## config.mk

```make
export PLATFORM = sky130hd
export DESIGN_NAME = dpram_responder
export DESIGN_NICKNAME = d
export VERILOG_FILES = /design/src/rtl/dpram_pkg.sv /design/src/rtl/dpram_read_pipe.sv /design/src/rtl/dpram_responder.sv
export SDC_FILE = /design/constraint.sdc
export NUM_CORES = 2
export LEC_CHECK = 0
export BUFFER_PORTS_ARGS = -buffer_cell sky130_fd_sc_hd__buf_2
export CORE_MARGIN = 2
export CORE_UTILIZATION = 59
export CTS_CLUSTER_SIZE = 16
export DETAILED_ROUTE_END_ITERATION = 10
export HOLD_SLACK_MARGIN = 0.05
export PLACE_DENSITY = 0.75
export SLEW_MARGIN = 20
export SYNTH_ARGS = -nofsm -noshare
export SYNTH_HDL_FRONTEND = slang
export SYNTH_SLANG_ARGS = --single-unit
```

## constraint.sdc

```tcl
create_clock -name clock -period 9.58 [get_ports clock]
set_input_delay 0.479 -clock clock [delete_from_list [all_inputs] [get_ports clock]]
set_output_delay 0.479 -clock clock [all_outputs]
set_load 0.1 [all_outputs]
```

## src/rtl/dpram_pkg.sv

```systemverilog
// Shared definitions for the dual-port RAM responder.
//   - default data/address widths
//   - data_t / addr_t word types at the default widths
//   - state_t: INIT (self-clearing sweep) and READY (accepting traffic)
package dpram_pkg;

    localparam int DEFAULT_DATA_WIDTH = 8;
    localparam int DEFAULT_ADDR_WIDTH = 8;

    typedef logic [DEFAULT_DATA_WIDTH-1:0] data_t;
    typedef logic [DEFAULT_ADDR_WIDTH-1:0] addr_t;

    typedef enum logic {
        INIT  = 1'b0,
        READY = 1'b1
    } state_t;

endpackage

```

## src/rtl/dpram_read_pipe.sv

```systemverilog
// Read-return pipeline: READ_LATENCY-deep shift register of {valid, data}.
// Stage 0 captures on the sampling edge, so the last stage shows the result
// exactly READ_LATENCY edges after the read was sampled.
// Ports:
//   clock, reset      - clock, async active-high reset
//   captureValid      - a read is sampled this edge
//   captureData       - word captured for that read (already write-first)
//   dataOut           - read result, holds last value while dataValid=0
//   dataValid         - dataOut carries a read result this cycle
module dpram_read_pipe
    import dpram_pkg::*;
#(
    parameter int DATA_WIDTH   = DEFAULT_DATA_WIDTH,
    parameter int READ_LATENCY = 1
) (
    input  logic                  clock,
    input  logic                  reset,
    input  logic                  captureValid,
    input  logic [DATA_WIDTH-1:0] captureData,
    output logic [DATA_WIDTH-1:0] dataOut,
    output logic                  dataValid
);

    logic [READ_LATENCY-1:0] validPipe;
    logic [DATA_WIDTH-1:0]   dataPipe [READ_LATENCY];

    // Data stages only load behind a valid bit, so every stage (and in
    // particular the output stage) holds its last result between reads.
    always_ff @(posedge clock or posedge reset) begin
        if (reset) begin
            validPipe <= '0;
            for (int i = 0; i < READ_LATENCY; i++) begin
                dataPipe[i] <= '0;
            end
        end else begin
            validPipe[0] <= captureValid;
            if (captureValid) begin
                dataPipe[0] <= captureData;
            end
            for (int i = 1; i < READ_LATENCY; i++) begin
                validPipe[i] <= validPipe[i-1];
                if (validPipe[i-1]) begin
                    dataPipe[i] <= dataPipe[i-1];
                end
            end
        end
    end

    assign dataOut   = dataPipe[READ_LATENCY-1];
    assign dataValid = validPipe[READ_LATENCY-1];

endmodule

```

## src/rtl/dpram_responder.sv

```systemverilog
// Dual-port RAM responder: one write port and one read port per cycle,
// registered read data with a valid qualifier, and a self-clearing sweep
// after every reset.
// Ports:
//   clock, reset                     - clock, async active-high reset
//   writeEnable/dataIn/writeAddress  - write port, sampled at posedge
//   readEnable/readAddress           - read port, sampled at posedge
//   dataOut/dataValid                - read result, READ_LATENCY edges later
//   ready                            - sweep finished, traffic accepted
//
// state | meaning
// INIT  | sweeping INIT_VALUE into every location, traffic ignored
// READY | normal read/write operation until the next reset
module dpram_responder
    import dpram_pkg::*;
#(
    parameter int                    DATA_WIDTH   = DEFAULT_DATA_WIDTH,
    parameter int                    ADDR_WIDTH   = DEFAULT_ADDR_WIDTH,
    parameter int                    READ_LATENCY = 1,
    parameter logic [DATA_WIDTH-1:0] INIT_VALUE   = '0
) (
    input  logic                  clock,
    input  logic                  reset,
    input  logic                  writeEnable,
    input  logic [DATA_WIDTH-1:0] dataIn,
    input  logic [ADDR_WIDTH-1:0] writeAddress,
    input  logic                  readEnable,
    input  logic [ADDR_WIDTH-1:0] readAddress,
    output logic [DATA_WIDTH-1:0] dataOut,
    output logic                  dataValid,
    output logic                  ready
);

    localparam int                    DEPTH     = 2 ** ADDR_WIDTH;
    localparam logic [ADDR_WIDTH-1:0] LAST_ADDR = '1;

    generate
        if (READ_LATENCY < 1 || READ_LATENCY > 4) begin : gLatencyCheck
            $error("dpram_responder: READ_LATENCY must be in 1..4");
        end
    endgenerate

    state_t                state;
    state_t                nextState;
    logic [ADDR_WIDTH-1:0] initAddr;
    logic [DATA_WIDTH-1:0] mem [DEPTH];
    logic                  captureValid;
    logic [DATA_WIDTH-1:0] captureData;

    always_ff @(posedge clock or posedge reset) begin
        if (reset) begin
            state <= INIT;
        end else begin
            state <= nextState;
        end
    end

    always_comb begin
        nextState = state;
        ready     = 1'b0;
        case (state)
            INIT: begin
                if (initAddr == LAST_ADDR) begin
                    nextState = READY;
                end
            end
            READY: begin
                ready = 1'b1;
            end
            default: begin
                nextState = INIT;
            end
        endcase
    end

    always_ff @(posedge clock or posedge reset) begin
        if (reset) begin
            initAddr <= '0;
        end else if (state == INIT) begin
            initAddr <= initAddr + 1'b1;
        end
    end

    // Storage has no reset; the INIT sweep is what clears it.
    always_ff @(posedge clock) begin
        if (state == INIT) begin
            mem[initAddr] <= INIT_VALUE;
        end else if (writeEnable) begin
            mem[writeAddress] <= dataIn;
        end
    end

    // Write-first on a same-address collision: bypass the incoming word.
    always_comb begin
        captureValid = (state == READY) && readEnable;
        if (writeEnable && (writeAddress == readAddress)) begin
            captureData = dataIn;
        end else begin
            captureData = mem[readAddress];
        end
    end

    dpram_read_pipe #(
        .DATA_WIDTH   (DATA_WIDTH),
        .READ_LATENCY (READ_LATENCY)
    ) uReadPipe (
        .clock        (clock),
        .reset        (reset),
        .captureValid (captureValid),
        .captureData  (captureData),
        .dataOut      (dataOut),
        .dataValid    (dataValid)
    );

endmodule

```

* Word-level counts from Yosys, hierarchy flattened
Memory sizes are Yosys's and may differ from the RTL's. A register that Yosys moved wholly into a read port is not among the register bits. Index checks and enable logic that the tools add are counted.
Storage, ports and cells: register bits after elaboration 10, memory bits (writable) 2048, bits of input ports 28, output and inout bits 10, logic and storage cells 18, memories kept 1
Operators by class: add/sub/neg operators 1, equal/unequal tests 1, muxes and demuxes 10, reductions and logical operators 2
Memory list:
- mem | depth 256, width 8, rd ports 1, clocked after Yosys merged registers in 1, wr ports 1, RTL line dpram_responder.sv:46 | logic [DATA_WIDTH-1:0] mem [DEPTH];
Operators by type and width (number):
- $mux 8 | 2
- $add 8x1->8 const B | 1
- $eq 8x8->1 const B | 1
- $mux 1 | 8
- $reduce_or 8->1 | 1
- $logic_and 1x1->1 | 1

* Logic depth before layout (Yosys ltp)
word-level depth 5, gate-level depth with buffers 13, gate-level depth less buffers 7

* Cells and area by module
Synthesis repeated with hierarchy kept, for this count alone.
Unflattened totals: cell total of the unflattened synthesis 4060, area, all modules 80651.1 um^2
By module, submodules not included:
- dpram_responder | times used 1, cells each 4041, area each 80290.8 um^2, sequential area each 61724.2 um^2
- dpram_read_pipe | times used 1, cells each 19, area each 360.3 um^2, sequential area each 225.2 um^2

* Least setup slack after synthesis
Ideal clock, no wire load.
path kind reg-to-reg, start point register state, end point memory mem[0][4] (netlist name) (data pin), library setup time 0.876 ns, arrival time 4.887 ns, required time 8.704 ns, path slack 3.817 ns, cell stages (with the launch flop) 4, buffers on the path 2, clock period less this slack 5.763 ns, cells stage by stage dfrtp_1 > clkbuf_1 > clkbuf_1 > and3_1
Between the ends: word-level cells in the longest chain between the ends 4
RTL lines:
- from (decl) | RTL line dpram_responder.sv:43 | state_t state;
- from (signal assigned) | RTL line dpram_responder.sv:54 | state <= nextState;
- $mux 1 | RTL line dpram_responder.sv:86 | if (state == INIT) begin
- $mux 1 (implied by the code) | RTL line dpram_responder.sv:89 | mem[writeAddress] <= dataIn;
- $reduce_or 8->1 (no line)
- $mux 8 (no line)
- to (decl) | RTL line dpram_responder.sv:46
No other way between the ends.

* Worst setup path after layout
start point register state, end point memory mem[47][1] (netlist name), enable pin
Between the ends: word-level cells in the longest chain between the ends 4, elaborated cells on any way between the ends 6, those cells by class 5 x mux; 1 x reduce/logical
RTL lines (RTL line):
- $mux 1 | dpram_responder.sv:86
- $mux 1 (implied by the code) | dpram_responder.sv:89
- $reduce_or 8->1 (no line)
- $mux 8 (no line) or $mux 1 (tied branches)
Several ways; a longest one is shown, not always the timed one.

==> flow_summary.ini <==
[status]
run_status = finished, final reports clean

[timing]
hold_viol = 0
rsz0062_at_grt = false
clock_skew_ns = 0.0372
slew_headroom_pct = 13.9
tightest_slew_ns = 1.29
setup_viol = 0
fmax_ghz = 0.220
period_minus_slack_ns = 4.54
maxSlewViolCount = 0
post-route-period-util_pct = 47.4
tns_ns = 0

[clock_network]
tritoncts = done
cts_setup_buffers = 0
cts.path.max_buffers = 3
htreeDepth = 4
root_buffer = clkbuf_16
numCtsBuffers = 194
clk_latency_ns = 0.83
path_clk_slew_ns = 0.06
clkSinkCount = 2066

[logic_synthesis]
synthSimpleGateAreaFrac_pct = 3.16
synth.most_common_cell = edfxtp_1
synth_top_area_share_pct = 76.0
synth_edf_count = 2048
ys_types = 61
synthTopCellsByArea = edfxtp_1 76%, mux4_2 12%, mux2i_1 2.6%
ys_seq_elements = 2066
synth_top_family_by_area = multiplexers
synth_nets = 3967
muxShareOfSynthArea_pct = 15.2
postSynth.asyncResetShare_pct = 0.871
synth_compound_area_share_pct = 3.11
synth_warnings = 0
synthFlopType = edfxtp_1
synth_area_um2 = 80900
ys_seq_area_share_pct = 76.6
syn_avg_cell_area_um2 = 20.5
synthTopCellsByCount = 2048 x edfxtp_1, 447 x mux4_2, 280 x nor2_1
synthCells = 3938
synth_fa_ha_area_share_pct = 0.0155
yosysTopAreaCell = edfxtp_1
synth-xor-area-share_pct = 0.195

[setup_path]
cp-endpoint = mem[47][1]$_DFFE_PP_
rr_endpoint = mem[47][1]$_DFFE_PP_
crit_slowest_cell = nor2_1
r2r_start = state$_DFF_PP0_
reg2regPathDepth = 5
critical_path_arrival_ns = 4.96
path_cells = and2_1, nand3_1, o21ai_1, nand3_1, nor2_1
timing.reg2reg.setup_slack_ns = 5.04
crit_fanout = 22
startpoint_type = flop
path_class = flop to flop
cp_common_cell = nand3_1
crit_required_ns = 9.99
crit_start = state$_DFF_PP0_
cp-end-kind = flop
critPathMaxStageDelay_ns = 1.20

[final_layout]
syn_to_final_growth_pct = 10.2
seqCellArea_um2 = 61900
finalNetCount = 4050
multi_input_area_um2 = 17700
postLayoutCoreUtil_pct = 65.7
drive_above_1_share_pct = 21.1
fin_area_um2 = 89200
n_fill_cell = 8590

[hold_path]
min_from = dataIn[2]
hold_class = primary input to flop

[power]
finalPower_mw = 17.9
leakagePower_nw = 23.0
worst_ir_drop_vdd_uv = 207
p_per_area_nw_per_um2 = 201

[grt]
grt_max_degree = 208
overflow = 0
grt_pass1_wl_um = 294000
grt_usage_pct = 29.6
antenna_found_initial = 11
grt_pass1_vias = 41200

[drt]
drt_iter0_drc = 6939
drt_pass1_iterations = 6
drc = 0
num_vias = 41400
avgRoutedWirePerCell_um = 34.3
ant_nets = 0
postRouteWirelength_um = 205000
vias_per_cell = 6.93

[flow_run]
cap_viol_max_count = 0

[placed_design]
port_buffers = 37
place_hpwl_um = 121000
place_area_um2 = 82800
globalplace.congestion = 0.924

[die]
initial_core_util_pct = 59.6
die_w_um = 374
die_h_um = 374
core_um2 = 136000
io_pins = 38
rows = 135
die_area_um2 = 140000
[final cells by class]
| class | count | share of cell area, % |
|---|---|---|
| sequential | 2066 | 69.5 |
| antenna | 4 | 0.0112 |
| timing repair buffer | 117 | 1.08 |
| inverter | 11 | 0.0519 |
| clock buffer | 238 | 5.69 |
| tap | 1781 | 2.50 |
| multi-input combinational | 1631 | 19.8 |
| clock inverter | 122 | 1.40 |
[placed cells by master (no fill, tap or decap), types with 44 or more instances in the layout]
cell type and n:
edfxtp_1 2048, nor2_1 273, a21oi_1 66, buf_4 68, mux4_2 447, clkinv_1 44
a22oi_1 97, mux2i_1 207, nand2_1 159, clkbuf_16 195, nand3_1 52
[registers in the layout, summed over array words and instances, names as in the netlist]
name,flops
mem,2048
uReadPipe.dataOut,8
state,1
initAddr,8
uReadPipe.dataValid,1
[critical path: cells and delay by family (launching register included)]
kind,cells,cell delay (ns)
DFF,1,0.83
and+or+nand+nor,4,2.95
AOI/OAI and AO/OA,1,0.33
[how the worst min path moves through the flow]
stage,cells after the start,slack [ns],end
6_report,2,0.27,mem[161][2]$_DFFE_PP_
3_5_place_dp,1,0.56,initAddr[3]$_DFFE_PP0N_
3_3_place_gp,1,0.56,initAddr[3]$_DFFE_PP0N_
2_1_floorplan,1,0.42,initAddr[0]$_DFFE_PP0N_
4_1_cts,2,0.32,mem[184][3]$_DFFE_PP_
5_1_grt,2,0.28,mem[160][2]$_DFFE_PP_
[what timing repair did]
item                      4_1_cts  5_1_grt
gates resized for setup         0        0
hold endpoints to repair       18        0
hold buffers                    1        0
[layer usage]
layer / track usage [%] / part of all wire, % / up-vias
met5: 0 / 0.079 / -
met4: 12.1 / 4.7 / 24
met3: 9.21 / 14 / 523
met2: 43.0 / 45 / 2970
met1: 42.2 / 37 / 21300
li1: - / - / 16500
[stage by stage]
stage	hold WS, ns	std cells	worst slack, ns
2_1_floorplan	0.418	3938	3.82
3_3_place_gp	0.557	5603	4.54
3_5_place_dp	0.565	5603	4.58
4_1_cts	0.318	5964	5.25
5_1_grt	0.276	5966	4.97
6_report	0.271	5970	5.04
[logic make-up (layout without fill, tap and decap cells)]
group / after synthesis / in the layout
other cells: 0 / 4
fa+ha+maj: 1 / 1
xor+xnor: 18 / 18
buf+inv: 241 / 488
mux: 668 / 668
flops: 2066 / 2066
compound gates: 355 / 355
simple gates: 589 / 589
[power by group]
part           total, mW  internal (mW)  leakage, nW  switching, mW
combinational      0.484          0.154         5.53          0.331
clock               7.65           4.32         3.09           3.33
sequential          9.78           9.78         14.4              0
Power figures use the tool's default switching activity.
